==> src/rtl/keypad_scan_ctrl.sv <==
// -----------------------------------------------------------------------------
// keypad_scan_ctrl
//
// Scan sequencer and debouncer for a 4x4 matrix keypad. Columns are driven
// one-hot, rows are sampled at the end of each column dwell to build a 16-bit
// frame, and single-key presses are confirmed over DEBOUNCE consecutive
// identical frames. Confirmed key codes are queued in a small FIFO that the
// bus-side consumer drains with a valid/ready handshake.
//
// Optional feature macro: KEYPAD_AUTOREPEAT_EN
//   When defined, a held key is re-pushed REPEAT_DELAY frames after the
//   initial push and every REPEAT_PERIOD frames after that, as long as every
//   frame keeps showing that same single key.
//
// Parameters:
//   SCAN_DIV      cycles each column is driven (>= 2)
//   DEBOUNCE      identical frames needed to confirm press / release (1..15)
//   FIFO_DEPTH    key FIFO entries (power of two, >= 2)
//   REPEAT_DELAY  frames from initial push to first repeat (macro only)
//   REPEAT_PERIOD frames between later repeats (macro only)
//
// Ports:
//   i_clk          system clock, rising edge
//   i_rst          asynchronous active-high reset
//   i_rows[3:0]    keypad rows, bit 3 = row 0, 1 = key closed in driven column
//   o_cols[3:0]    one-hot column drive, bit 3 = column 0
//   o_key_valid    FIFO non-empty
//   o_key_code[7:0] FIFO head, row*4 + col + 1, 0 when empty
//   i_key_ready    consumer accepts the head while o_key_valid = 1
//   o_overflow     sticky: a confirmed key was dropped on a full FIFO
//   i_clr_overflow clears o_overflow (a same-cycle set wins)
// -----------------------------------------------------------------------------
module keypad_scan_ctrl #(
    parameter int SCAN_DIV   = 1000,
    parameter int DEBOUNCE   = 4,
    parameter int FIFO_DEPTH = 4
`ifdef KEYPAD_AUTOREPEAT_EN
    ,
    parameter int REPEAT_DELAY  = 32,
    parameter int REPEAT_PERIOD = 8
`endif
) (
    input  logic       i_clk,
    input  logic       i_rst,
    input  logic [3:0] i_rows,
    output logic [3:0] o_cols,
    output logic       o_key_valid,
    output logic [7:0] o_key_code,
    input  logic       i_key_ready,
    output logic       o_overflow,
    input  logic       i_clr_overflow
);

    localparam int DIV_W = (SCAN_DIV > 1) ? $clog2(SCAN_DIV) : 1;
    localparam int PTR_W = $clog2(FIFO_DEPTH);
    localparam int CNT_W = PTR_W + 1;

    localparam logic [DIV_W-1:0] DIV_LAST = DIV_W'(SCAN_DIV - 1);
    localparam logic [3:0]       DEB      = 4'(DEBOUNCE);
    localparam logic [CNT_W-1:0] FULL_CNT = CNT_W'(FIFO_DEPTH);

    localparam logic [1:0] S_IDLE    = 2'd0;
    localparam logic [1:0] S_CONFIRM = 2'd1;
    localparam logic [1:0] S_HELD    = 2'd2;

`ifdef KEYPAD_AUTOREPEAT_EN
    localparam int REP_MAX = (REPEAT_DELAY > REPEAT_PERIOD) ? REPEAT_DELAY : REPEAT_PERIOD;
    localparam int REP_W   = $clog2(REP_MAX + 1);
    localparam logic [REP_W-1:0] REP_DLY = REP_W'(REPEAT_DELAY);
    localparam logic [REP_W-1:0] REP_PER = REP_W'(REPEAT_PERIOD);
`endif

    // -------------------------------------------------------------------------
    // Column scanner and frame capture
    // -------------------------------------------------------------------------
    logic [DIV_W-1:0] r_div;
    logic [1:0]       r_col;
    logic [15:0]      r_frame;
    logic [15:0]      w_frame;
    logic             w_dwell_end;
    logic             w_frame_end;

    assign w_dwell_end = (r_div == DIV_LAST);
    assign w_frame_end = w_dwell_end && (r_col == 2'd3);
    assign o_cols      = 4'b1000 >> r_col;

    // The classifier looks at the frame including the row sample taken this
    // cycle, so the frame-end decision never lags one column behind.
    always_comb begin
        w_frame = r_frame;
        w_frame[{r_col, 2'b00} +: 4] = i_rows;
    end

    always_ff @(posedge i_clk or posedge i_rst) begin
        if (i_rst) begin
            r_div   <= '0;
            r_col   <= 2'd0;
            r_frame <= 16'd0;
        end else if (w_dwell_end) begin
            r_div   <= '0;
            r_col   <= r_col + 2'd1;
            r_frame <= w_frame;
        end else begin
            r_div   <= r_div + 1'b1;
        end
    end

    // -------------------------------------------------------------------------
    // Frame classification: 0, 1 or "2 or more" keys, plus the bit index of
    // the key when exactly one is set.
    // -------------------------------------------------------------------------
    logic [1:0] w_nkeys;
    logic [3:0] w_idx;
    logic       w_empty;
    logic       w_single;
    logic [7:0] w_code;

    always_comb begin
        w_nkeys = 2'd0;
        w_idx   = 4'd0;
        for (int i = 0; i < 16; i++) begin
            if (w_frame[i]) begin
                w_nkeys = (w_nkeys == 2'd0) ? 2'd1 : 2'd2;
                w_idx   = 4'(i);
            end
        end
    end

    assign w_empty  = (w_nkeys == 2'd0);
    assign w_single = (w_nkeys == 2'd1);

    // Frame bit c*4 + (3-r) holds row r / column c, so the row is the inverted
    // low pair and the column the high pair.
    assign w_code = 8'({~w_idx[1:0], w_idx[3:2]}) + 8'd1;

    // -------------------------------------------------------------------------
    // Debounce FSM (advances on frame-end only)
    // -------------------------------------------------------------------------
    logic [1:0] r_state, w_state_nxt;
    logic [3:0] r_cand,  w_cand_nxt;
    logic [3:0] r_cnt,   w_cnt_nxt;
    logic       w_push;

`ifdef KEYPAD_AUTOREPEAT_EN
    logic [REP_W-1:0] r_rep_cnt, w_rep_cnt_nxt;
    logic             r_rep_on,  w_rep_on_nxt;
    logic             r_rep_first, w_rep_first_nxt;
`endif

    always_comb begin
        w_state_nxt = r_state;
        w_cand_nxt  = r_cand;
        w_cnt_nxt   = r_cnt;
        w_push      = 1'b0;
`ifdef KEYPAD_AUTOREPEAT_EN
        w_rep_cnt_nxt   = r_rep_cnt;
        w_rep_on_nxt    = r_rep_on;
        w_rep_first_nxt = r_rep_first;
`endif
        if (w_frame_end) begin
            case (r_state)
                S_IDLE: begin
                    if (w_single) begin
                        w_cand_nxt = w_idx;
                        if (DEB == 4'd1) begin
                            w_push      = 1'b1;
                            w_state_nxt = S_HELD;
                            w_cnt_nxt   = 4'd0;
`ifdef KEYPAD_AUTOREPEAT_EN
                            w_rep_cnt_nxt   = '0;
                            w_rep_on_nxt    = 1'b1;
                            w_rep_first_nxt = 1'b1;
`endif
                        end else begin
                            w_state_nxt = S_CONFIRM;
                            w_cnt_nxt   = 4'd1;
                        end
                    end
                end
                S_CONFIRM: begin
                    if (w_single && (w_idx == r_cand)) begin
                        if (r_cnt + 4'd1 == DEB) begin
                            w_push      = 1'b1;
                            w_state_nxt = S_HELD;
                            w_cnt_nxt   = 4'd0;
`ifdef KEYPAD_AUTOREPEAT_EN
                            w_rep_cnt_nxt   = '0;
                            w_rep_on_nxt    = 1'b1;
                            w_rep_first_nxt = 1'b1;
`endif
                        end else begin
                            w_cnt_nxt = r_cnt + 4'd1;
                        end
                    end else begin
                        // A different single key does not restart the
                        // candidate directly; it must start again from IDLE.
                        w_state_nxt = S_IDLE;
                        w_cnt_nxt   = 4'd0;
                    end
                end
                S_HELD: begin
                    // r_cnt counts consecutive empty frames; any activity
                    // restarts the release window.
                    if (w_empty) begin
                        if (r_cnt + 4'd1 == DEB) begin
                            w_state_nxt = S_IDLE;
                            w_cnt_nxt   = 4'd0;
                        end else begin
                            w_cnt_nxt = r_cnt + 4'd1;
                        end
                    end else begin
                        w_cnt_nxt = 4'd0;
                    end
`ifdef KEYPAD_AUTOREPEAT_EN
                    // Repeat only while the frame is still exactly the
                    // confirmed key; once broken it stays off until the next
                    // confirmed press.
                    if (w_single && (w_idx == r_cand) && r_rep_on) begin
                        if (r_rep_first ? (r_rep_cnt + 1'b1 == REP_DLY)
                                        : (r_rep_cnt + 1'b1 == REP_PER)) begin
                            w_push          = 1'b1;
                            w_rep_cnt_nxt   = '0;
                            w_rep_first_nxt = 1'b0;
                        end else begin
                            w_rep_cnt_nxt = r_rep_cnt + 1'b1;
                        end
                    end else begin
                        w_rep_on_nxt = 1'b0;
                    end
`endif
                end
                default: begin
                    w_state_nxt = S_IDLE;
                    w_cnt_nxt   = 4'd0;
                end
            endcase
        end
    end

    always_ff @(posedge i_clk or posedge i_rst) begin
        if (i_rst) begin
            r_state <= S_IDLE;
            r_cand  <= 4'd0;
            r_cnt   <= 4'd0;
`ifdef KEYPAD_AUTOREPEAT_EN
            r_rep_cnt   <= '0;
            r_rep_on    <= 1'b0;
            r_rep_first <= 1'b0;
`endif
        end else begin
            r_state <= w_state_nxt;
            r_cand  <= w_cand_nxt;
            r_cnt   <= w_cnt_nxt;
`ifdef KEYPAD_AUTOREPEAT_EN
            r_rep_cnt   <= w_rep_cnt_nxt;
            r_rep_on    <= w_rep_on_nxt;
            r_rep_first <= w_rep_first_nxt;
`endif
        end
    end

    // -------------------------------------------------------------------------
    // Key FIFO with registered head outputs
    // -------------------------------------------------------------------------
    logic [7:0]       r_mem [FIFO_DEPTH];
    logic [PTR_W-1:0] r_wr;
    logic [PTR_W-1:0] r_rd;
    logic [PTR_W-1:0] w_rd_nxt;
    logic [CNT_W-1:0] r_count;
    logic [CNT_W-1:0] w_count_nxt;
    logic             r_key_valid;
    logic [7:0]       r_key_code;
    logic [7:0]       w_head_nxt;
    logic             r_ovf;
    logic             w_pop;
    logic             w_full;
    logic             w_wr_en;
    logic             w_drop;

    assign w_pop    = r_key_valid & i_key_ready;
    assign w_full   = (r_count == FULL_CNT);
    // A pop in the same cycle frees the slot, so a push while full still lands.
    assign w_wr_en  = w_push & (~w_full | w_pop);
    assign w_drop   = w_push & w_full & ~w_pop;
    assign w_rd_nxt = w_pop ? r_rd + 1'b1 : r_rd;

    always_comb begin
        w_count_nxt = r_count;
        w_head_nxt  = 8'd0;
        if (w_wr_en && !w_pop)
            w_count_nxt = r_count + 1'b1;
        else if (!w_wr_en && w_pop)
            w_count_nxt = r_count - 1'b1;
        // The write pointer can only meet the next read pointer with a write
        // pending when the queue would otherwise be empty, so the new code
        // becomes the head directly.
        if (w_count_nxt == '0)
            w_head_nxt = 8'd0;
        else if (w_wr_en && (r_wr == w_rd_nxt))
            w_head_nxt = w_code;
        else
            w_head_nxt = r_mem[w_rd_nxt];
    end

    always_ff @(posedge i_clk or posedge i_rst) begin
        if (i_rst) begin
            for (int i = 0; i < FIFO_DEPTH; i++) r_mem[i] <= 8'd0;
            r_wr        <= '0;
            r_rd        <= '0;
            r_count     <= '0;
            r_key_valid <= 1'b0;
            r_key_code  <= 8'd0;
            r_ovf       <= 1'b0;
        end else begin
            if (w_wr_en) begin
                r_mem[r_wr] <= w_code;
                r_wr        <= r_wr + 1'b1;
            end
            r_rd        <= w_rd_nxt;
            r_count     <= w_count_nxt;
            r_key_valid <= (w_count_nxt != '0);
            r_key_code  <= w_head_nxt;
            if (w_drop)
                r_ovf <= 1'b1;
            else if (i_clr_overflow)
                r_ovf <= 1'b0;
        end
    end

    assign o_key_valid = r_key_valid;
    assign o_key_code  = r_key_code;
    assign o_overflow  = r_ovf;

endmodule
==> config.mk <==
export PLATFORM = sky130hd
export DESIGN_NAME = keypad_scan_ctrl
export DESIGN_NICKNAME = d
export VERILOG_FILES = /design/src/rtl/keypad_scan_ctrl.sv
export SDC_FILE = /design/constraint.sdc
export NUM_CORES = 1
export LEC_CHECK = 0
export CAP_MARGIN = 10
export CELL_PAD_IN_SITES_DETAIL_PLACEMENT = 1
export CELL_PAD_IN_SITES_GLOBAL_PLACEMENT = 1
export CORE_ASPECT_RATIO = 0.7
export CORE_MARGIN = 2
export CORE_UTILIZATION = 35
export DETAILED_ROUTE_END_ITERATION = 7
export PLACE_DENSITY_LB_ADDON = 0.1
export REMOVE_ABC_BUFFERS = 1
export SYNTH_ARGS = -nofsm -noshare
export SYNTH_HDL_FRONTEND = slang
export SYNTH_SLANG_ARGS = --single-unit
export TNS_END_PERCENT = 50
==> constraint.sdc <==
create_clock -name i_clk -period 6 [get_ports i_clk]
set_input_delay 0.9 -clock i_clk [delete_from_list [all_inputs] [get_ports i_clk]]
set_output_delay 0.9 -clock i_clk [all_outputs]
set_load 0.05 [all_outputs]
After elaboration in Yosys (flattened, before gate mapping). Index checks and enable logic that the tools add are counted. W data, S select, Z words.

Register bits after elaboration: 87. Input bits: 8. Word-level logic and storage cells: 161. Output and inout port bits: 14.

Mux-type cells: 76. Shifts and indexed selects: 3. Add/subtract/negate cells: 9. $lt $le $gt $ge: 3. Bitwise logic cells: 10. Reductions and logical operators: 31. Equal/unequal tests: 13.

Operator list (count): $mux W2 (36); $mux W4 (18); $mux W8 (5); $logic_not A2 Y1 (17); $bwmux W32 (1); $bmux W8 S2 (1); $bwmux W16 (1); $demux W8 S2 (1); $shift A4 B6 Y16 const A (1); $shiftx A4 B6 Y16 (1); $pmux W4 S3 (1); $add A10 B1 Y10 const B (1); $eq A10 B10 Y1 const B (1); $mux W10 (1); $mux W1 (8); $add A2 B1 Y2 const B (3); $ge A3 B3 Y1 const B (2); $logic_and A1 B1 Y1 (6); $mux W3 (2); $ne A2 B2 Y1 const B (3); $neg A4 Y6 (1); $not A2 Y3 (2); $pmux W2 S3 (1); $add A4 B1 Y5 const B (1); 23 further kinds (30).

Logic depth before layout (Yosys ltp). Gate-level depths: netlist of the first run.

Word-level depth: 61. Depth in mapped cells: 21. Gate-level depth less buffers: 18.

Worst setup path after synthesis of the first run. Ideal clock, no wire load.

Path type: reg-to-reg. From: register r_col[0]. To: register r_cand[3]. Path buffers: 3. Setup time: 0.125 ns. Period minus slack after synthesis: 5.251 ns. Cell stages (with the launch flop): 21. Arrival: 5.126 ns. Data required time: 5.875 ns. Path slack: 0.749 ns. Path through: dfrtp_1 > buf_4 > inv_1 > ha_1 > buf_4 > nor2b_1 > nor2_1 > inv_1 > ha_1 > or4_4 > mux2_2 > a21boi_2 > nor2_1 > a31o_1 > a21oi_2 > o21ai_0 > a311oi_4 > nand2_1 > or4_1 > buf_2 > mux2_4.

Elaborated cells between the ends (all ways): 67. Classes of those cells: add/sub: 1; eq/ne: 2; shift: 2; mux: 45; reduce/logical: 17.

RTL lines: start: declaration (RTL line 77) `logic [1:0] r_col;`; start signal: assignment (RTL line 101) `r_col <= r_col + 2'd1;`; $neg A4 Y6 * (RTL line 91) `w_frame[{r_col, 2'b00} +: 4] = i_rows;`; $shiftx A4 B6 Y16 / $shift A4 B6 Y16 (equally long branches) (RTL line 91); $bwmux W16 * (RTL line 91); named net w_frame[1] (RTL line 79) `logic [15:0] w_frame;`; $mux W2 * (RTL line 122) `if (w_frame[i]) begin`; $logic_not A2 Y1 (RTL line 123) `w_nkeys = (w_nkeys == 2'd0) ? 2'd1 : 2'd2;`; $mux W2 (RTL line 123); $mux W2 * (RTL line 122); [... 33 more ...]; $logic_not A2 Y1 (RTL line 123); $mux W2 (RTL line 123); $mux W2 * (RTL line 122); $logic_not A2 Y1 (RTL line 123); $mux W2 (RTL line 123); $mux W2 * (RTL line 122); $eq A2 B1 Y1 * (RTL line 130) `assign w_single = (w_nkeys == 2'd1);`; $reduce_and A3 Y1 (no line) *; end signal: assignment (RTL line 252) `r_cand <= w_cand_nxt;`; end: declaration (RTL line 140) `logic [3:0] r_cand, w_cand_nxt;`.

Mark *: on every way through the listed nets, which the timed path passes. The rest lies on a longest branch. A chain may end at the register's enable or synchronous reset.

Worst setup path in the final report of the first run.
From: input i_rows[0]. To: register r_key_code[4], in the netlist o_key_code[4].

Word-level cells in the longest chain between the ends: 60. Elaborated cells between the ends (all ways): 81. Classes of those cells: add/sub: 1; eq/ne: 2; shift: 1; mux: 54; bitwise: 2; reduce/logical: 21.

RTL lines: start: declaration (RTL line 45) `input logic [3:0] i_rows,`; $shiftx A4 B6 Y16 * (RTL line 91); $bwmux W16 * (RTL line 91); $mux W1 (RTL line 122); $logic_not A2 Y1 (RTL line 123); $mux W2 (RTL line 123); $mux W2 (RTL line 122); $logic_not A2 Y1 (RTL line 123); $mux W2 (RTL line 123); [... 45 more ...]; $and A1 B1 Y1 (RTL line 283) `assign w_wr_en = w_push & (~w_full | w_pop);`; $logic_not A1 Y1 (RTL line 292) `else if (!w_wr_en && w_pop)`; $logic_and A1 B1 Y1 (RTL line 292); $mux W3 (RTL line 292); $mux W3 (RTL line 290) `if (w_wr_en && !w_pop)`; $logic_not A3 Y1 (RTL line 297) `if (w_count_nxt == '0)`; $mux W8 * (RTL line 297); named net w_head_nxt[4] (RTL line 273) `logic [7:0] w_head_nxt;`; end signal: assignment (RTL line 322) `r_key_code <= w_head_nxt;`; end: declaration (RTL line 272) `logic [7:0] r_key_code;`.

Marks and branches as above.

==> metrics, run 1 <==
run status complete, no violations; cell type with the highest aggregate area in the netlist sky130_fd_sc_hd__dfrtp_1; shortest clock period the worst path allows after layout roughly 5400 ps; switching part of the total power 0.305; count of pins over their slew limit 0; number of antenna violations at the first check in global routing 0; post-layout instance area between 5000 and 6000 µm²; Slew Limit Headroom 0.326; buffers from clock root to sink, at most 2; async set or reset register ratio after synthesis 1.00; DR iter-0 viols around 210; number of hold buffers added after CTS 0; sequential share of the synthesized area 0.388; kind of path behind the tightest hold check flop to flop; largest net degree at the start of global routing 73; number of primary I/O pins 22; Cell Area, Synth 4650 µm²; net switching component of the power between 0.4 and 0.5 mW; peak fanout along the critical path 11; Gate Count Post-Synth 510; buffers inserted by post-CTS timing repair 0; Post-Synthesis Mean Instance Area 9.11 µm²; final antenna-violating net count 0; Die Y-Extent between 100 and 150 µm; number of global-route vias before repair roughly 4000; total wire length about 13000 µm; number of enable flip-flop cells after synthesis 0; vias per cell about 5.5; Yosys warning total 0; Die Footprint roughly 14000 µm²; final net count 558; layout cell share with drive strength beyond 1 0.121; number of maximum-capacitance constraint violations 0; data required time at the worst endpoint approximately 6200 ps; number of different library cells in the post-synthesis netlist between 70 and 80; port buffer count 18; Worst Tran Pin Value about 1000 ps; total clock sinks 72; RePlAce Congestion 0.866; share of the cycle needed by the critical path after routing 0.906; Yosys top cell area share 0.388; Detailed Routing Iterations Pass 1 5; count of unresolved DRC violations after routing 0; most repeated cell in the gate-level netlist after synthesis sky130_fd_sc_hd__dfrtp_1; clock tree skew after final layout roughly 9.5 ps; Setup TNS 0 ps; register bit total from synthesis 72; final global-route overflow total 0; Reg power frac 0.394; relative area change from synthesis to final layout 14.7%; combinational fraction of design power 0.182; number of buffers added by the clock tree synthesis step 9; leakage power figure between 2 and 2.5 nW; highest achievable clock rate around 0.18 GHz; cell area reported after detailed placement 5020 µm²; TritonCTS clock tree done; CTS Root Buffer Type sky130_fd_sc_hd__clkbuf_16; antenna diode count 0; arrival time reported for the critical path endpoint 5650 ps; setup repair after global routing missed its margin no; final setup fails 0; drt wl/cell 18.5 µm; global routing usage summed across all routing layers 0.197; Layout Utilization 0.409; Pwr per Cell Area 250 nW/µm²; Worst setup SP type input port; number of vias in the routed layout approximately 3900; initial standard-cell utilization of the core 0.356; Worst-Skew Late Latency around 350 ps; # rows 35; crit end category flop; most used flip-flop cell after synthesis sky130_fd_sc_hd__dfrtp_1; global-route wire length before repair ~22000 µm; Die Wd roughly 140 µm; Max VDD drop approximately 0.00013 V; leading cell types by total area after synthesis sky130_fd_sc_hd__dfrtp_1, sky130_fd_sc_hd__ha_1, sky130_fd_sc_hd__o21ai_0; WS Path Type input port to flop; depth of the CTS H-tree 3; clock transition at the registers of the reported paths 60 ps; list of most frequent post-synthesis cells sky130_fd_sc_hd__dfrtp_1, sky130_fd_sc_hd__nand2_1, sky130_fd_sc_hd__nor2_1; Core Area between 10000 and 15000 µm²; Final Hold Fails 0; clock share of power 0.424; placed wire-length estimate after detailed placement roughly 9600 µm; internal power 0.926 mW
[power groups by stage]
stage	clock network (mW)	registers [mW]	logic [mW]
2_1_floorplan	0	0.540	0.172
3_3_place_gp	0	0.533	0.242
3_5_place_dp	0	0.534	0.243
4_1_cts	0.583	0.524	0.244
5_1_grt	0.601	0.528	0.273
6_report	0.565	0.525	0.242
[state kept, by name (all words and copies together) (netlist names)]
register and count:
o_key_code 5, r_count 3, o_key_valid 1, r_state 2, r_mem 20, r_frame 16, r_div 10, r_cand 4
r_rd 2, r_wr 2, o_overflow 1, r_cnt 4, r_col 2
[cell families after synthesis]
| logic type | Yosys count | share of synthesized area |
|---|---|---|
| multiplexers | 21 | 0.0616 |
| other | 1 | 0.000807 |
| AO/OA/AOI/OAI | 139 | 0.198 |
| flip-flops | 72 | 0.388 |
| adder cells (fa/ha/maj) | 19 | 0.0511 |
| XOR/XNOR | 23 | 0.0433 |
| buffers and inverters | 45 | 0.0428 |
| AND/OR/NAND/NOR | 190 | 0.215 |
[worst max-delay path: stages]
cell	delay [ps]
sky130_fd_sc_hd__clkdlybuf4s50_1	560
sky130_fd_sc_hd__a31oi_1	400
sky130_fd_sc_hd__inv_1	80
sky130_fd_sc_hd__ha_1	340
sky130_fd_sc_hd__or4_4	550
sky130_fd_sc_hd__o31ai_1	490
sky130_fd_sc_hd__o21bai_1	240
sky130_fd_sc_hd__a21oi_1	330
sky130_fd_sc_hd__o2bb2ai_1	190
sky130_fd_sc_hd__o211ai_1	140
sky130_fd_sc_hd__o211ai_1	270
sky130_fd_sc_hd__and3_2	450
sky130_fd_sc_hd__and4_1	410
sky130_fd_sc_hd__mux2i_1	230
sky130_fd_sc_hd__nor2_1	60
[timing repair]
item | CTS | global route
gates resized for setup | 0 | 2
setup endpoints to repair | 0 | 10
endpoints found under the hold margin | 0 | 0
[routing by layer]
layer	up-vias	track usage	part of all wire
met3	6	0.0286	0.044
li1	1879	-	-
met4	0	0.0562	0.0061
met1	1923	0.311	0.54
met5	-	0	0
met2	61	0.276	0.41
[metrics by stage]
step / power [mW] / cells / worst slack (ps) / hold slack (ps)
2_1_floorplan: 0.712 / 491 / 605 / 445
3_3_place_gp: 0.775 / 686 / 331 / 467
3_5_place_dp: 0.776 / 686 / 92.5 / 474
4_1_cts: 1.35 / 702 / 395 / 488
5_1_grt: 1.40 / 702 / 136 / 513
6_report: 1.33 / 702 / 561 / 490
[area by class of cell]
cell class,instances,area [µm²]
clock buffer,9,225
clock inverter,7,80.1
fill,1521,7720
inverter,24,90.1
multi-input combinational,395,2660
sequential,72,1800
tap,166,208
timing repair buffer,29,263
[cell usage in the layout, fill, tap and decap left out, types with 5 or more instances in the layout]
cell                              count
sky130_fd_sc_hd__dfrtp_1             72
sky130_fd_sc_hd__nand2_1             54
sky130_fd_sc_hd__nor2_1              47
sky130_fd_sc_hd__o21ai_0             46
sky130_fd_sc_hd__a21oi_1             30
sky130_fd_sc_hd__inv_1               23
sky130_fd_sc_hd__nand3_1             21
sky130_fd_sc_hd__ha_1                18
sky130_fd_sc_hd__clkdlybuf4s50_1     18
sky130_fd_sc_hd__nor2b_1             16
sky130_fd_sc_hd__xnor2_1             16
sky130_fd_sc_hd__a31oi_1             15
sky130_fd_sc_hd__buf_4               11
sky130_fd_sc_hd__clkbuf_16            9
sky130_fd_sc_hd__mux2i_1              8
sky130_fd_sc_hd__xor2_1               7
sky130_fd_sc_hd__and3_1               5
sky130_fd_sc_hd__nand4_1              5
sky130_fd_sc_hd__a31o_2               5
sky130_fd_sc_hd__mux4_2               5
[worst paths after layout]
kind	start	endpoint	slack (ps)	depth (start not counted)
hold / removal	r_mem[24]	r_mem[24]	490	2
setup / recovery	i_rows[0]	o_key_code[4]	560	15
hold reg to reg	r_mem[24]	r_mem[24]	490	2
min in group asynchronous	i_rst	r_frame[3]	1180	3
max in group asynchronous	i_rst	o_key_code[4]	4200	3
setup reg to reg	r_col[1]	o_key_code[4]	690	17
No activity file was read; power rests on OpenSTA's default activity.
==> inputs of run 2 (changes only) <==
--- a/config.mk
+++ b/config.mk
@@ -12,6 +12,7 @@
 export CORE_MARGIN = 2
 export CORE_UTILIZATION = 35
 export DETAILED_ROUTE_END_ITERATION = 7
+export GPL_ROUTABILITY_DRIVEN = 1
 export PLACE_DENSITY_LB_ADDON = 0.1
 export REMOVE_ABC_BUFFERS = 1
 export SYNTH_ARGS = -nofsm -noshare
==> results of run 2 <==
Final layout, timing and power as in run 1 (identical DEF).
==> inputs of run 3 (changes only) <==
--- a/config.mk
+++ b/config.mk
@@ -13,7 +13,7 @@
 export CORE_UTILIZATION = 35
 export DETAILED_ROUTE_END_ITERATION = 7
 export GPL_ROUTABILITY_DRIVEN = 1
-export PLACE_DENSITY_LB_ADDON = 0.1
+export PLACE_DENSITY_LB_ADDON = 0.3
 export REMOVE_ABC_BUFFERS = 1
 export SYNTH_ARGS = -nofsm -noshare
 export SYNTH_HDL_FRONTEND = slang
==> metrics, run 3 (synthesis gave the netlist of run 1 again) <==
highest achievable clock rate 0.180 GHz; kind of path behind the tightest hold check flop to flop; number of hold buffers added after CTS 0; switching part of the total power 0.292; setup repair after global routing missed its margin no; sum of internal, switching and leakage power roughly 1.4 mW; drt wl/cell approximately 18 µm; Max VDD drop 0.000151 V; number of buffers added by the clock tree synthesis step 9; number of primary I/O pins 22; slowest library cell on the worst path sky130_fd_sc_hd__clkdlybuf4s50_1; Crit path largest cell delay approximately 560 ps; port buffer count 18; count of unresolved DRC violations after routing 0; data required time at the worst endpoint between 6000 and 7000 ps; final net count approximately 560; Setup TNS 0 ps; vias per cell ~5.7; placed wire-length estimate after detailed placement between 9000 and 10000 µm; Die Y-Extent 100 µm; RePlAce Congestion approximately 0.84; final antenna-violating net count 0; start point of the critical path i_rows[0]; Hold Crit Start r_mem[11]; Die Wd 142 µm; Pwr per Cell Area between 200 and 300 nW/µm²; met2 routing resource usage after global routing 0.305; antenna diode count 0; largest net degree at the start of global routing between 70 and 80; Final Hold Fails 0; DR iter-0 viols between 150 and 200; cell repeated most along the worst path sky130_fd_sc_hd__o211ai_1; net switching component of the power 0.400 mW; final global-route overflow total 0; depth of the CTS H-tree 3; peak fanout along the critical path 11; Slew Limit Headroom 0.299; clock transition at the registers of the reported paths around 60 ps; share of the cycle needed by the critical path after routing 0.925; Detailed Routing Iterations Pass 1 4; layout cell share with drive strength beyond 1 0.114; leakage power figure 2.13 nW; TritonCTS clock tree done; final setup fails 0; CTS Root Buffer Type sky130_fd_sc_hd__clkbuf_16; internal power 0.969 mW; number of cells on the critical path 15; M3 GR Usage 0.0429; crit end category flop; count of pins over their slew limit 0; number of vias in the routed layout about 4000; worst-path cell chain clkdlybuf4s50_1 -> a31oi_1 -> inv_1 -> ha_1 -> or4_4 -> o31ai_1 -> o21bai_1 -> a21oi_1 -> o2bb2ai_1 -> o211ai_1 -> o211ai_1 -> and3_1 -> and4_1 -> mux2i_1 -> nor2_1; # rows 35; shortest clock period the worst path allows after layout about 5600 ps; total clock sinks just over 70; worst hold stages 2; buffers from clock root to sink, at most 2; number of antenna violations at the first check in global routing 0; Core Area 13100 µm²; category of cells accounting for the largest share of critical-path delay compound AO/OA/AOI/OAI gates; CP bufs+invs 2; critical register-to-register path startpoint r_col[1]; global routing usage summed across all routing layers 0.193; run status complete, no violations; global-route layer with the greatest usage met2; arrival time reported for the critical path endpoint 5770 ps; most used cells in the layout excluding fill and tap cells sky130_fd_sc_hd__dfrtp_1, sky130_fd_sc_hd__nand2_1, sky130_fd_sc_hd__nor2_1, sky130_fd_sc_hd__o21ai_0, sky130_fd_sc_hd__a21oi_1; met1 Use GR 0.270; relative area change from synthesis to final layout 14.8%; total wire length between 10000 and 15000 µm; Worst Tran Pin Value between 1000 and 1500 ps; number of global-route vias before repair roughly 4100; clock share of power 0.437; Resized Gates After CTS 0; Die Footprint around 14000 µm²; initial standard-cell utilization of the core 0.356; buffers inserted by post-CTS timing repair 0; depth of the worst register-to-register path 17; Worst-Skew Late Latency approximately 340 ps; Reg power frac 0.383; WS Path Type input port to flop; most common cell after layout, fill and taps aside sky130_fd_sc_hd__dfrtp_1; number of maximum-capacitance constraint violations 0; combinational fraction of design power 0.180; global-route wire length before repair ~22000 µm; registers with the most flip-flops r_mem x20, r_frame x16, r_div x10; max reg flops 20; Largest Register r_mem; clock tree skew after final layout 7.79 ps; Worst setup SP type input port
run 3: cell type report:
cell class	count	area, µm²
Timing Repair Buffer	27	248
Multi-Input combinational cell	395	2660
Inverter	24	90.1
Tap cell	166	208
Clock inverter	7	103
Sequential cell	72	1800
Clock buffer	9	225
Fill cell	1517	7710
run 3: worst min-delay path: stages (launching register included):
cell and delay, ps:
sky130_fd_sc_hd__dfrtp_1 340, sky130_fd_sc_hd__nand2_1 50, sky130_fd_sc_hd__o21ai_0 60
run 3: per-layer routing:
metal / routed length, µm / vias to the layer above
met1: 6340 / 2001
li1: - / 1881
met3: 518 / 11
met5: 0 / -
met4: 148 / 0
met2: 5610 / 79
run 3: final timing paths:
| check | endpoint | slack [ps] |
|---|---|---|
| max | o_key_code[4] | 450 |
| min | r_mem[11] | 480 |
| max reg2reg | o_key_code[4] | 510 |
| min in group asynchronous | r_div[2] | 1170 |
| max in group asynchronous | r_cnt[3] | 4230 |
| min reg2reg | r_mem[11] | 480 |
run 3: power by group through the flow:
stage                     clock [mW]  sequential, mW  combinational [mW]
final                          0.599           0.524               0.246
after global routing           0.636           0.528               0.276
after CTS                      0.621           0.525               0.246
after detailed placement           0           0.534               0.242
after global placement             0           0.532               0.237
after floorplan                    0           0.540               0.172
run 3: stage by stage:
step                cells  utilization  hold slack (ps)  instance area (µm²)  setup WS [ps]
global placement      684        0.384              458                 5010            412
detailed placement    684        0.384              470                 5010            149
finish                700        0.409              483                 5340            448
global route          700        0.409              518                 5340           23.7
floorplan             491            -              445                 4550            605
CTS                   700        0.409              485                 5340            524
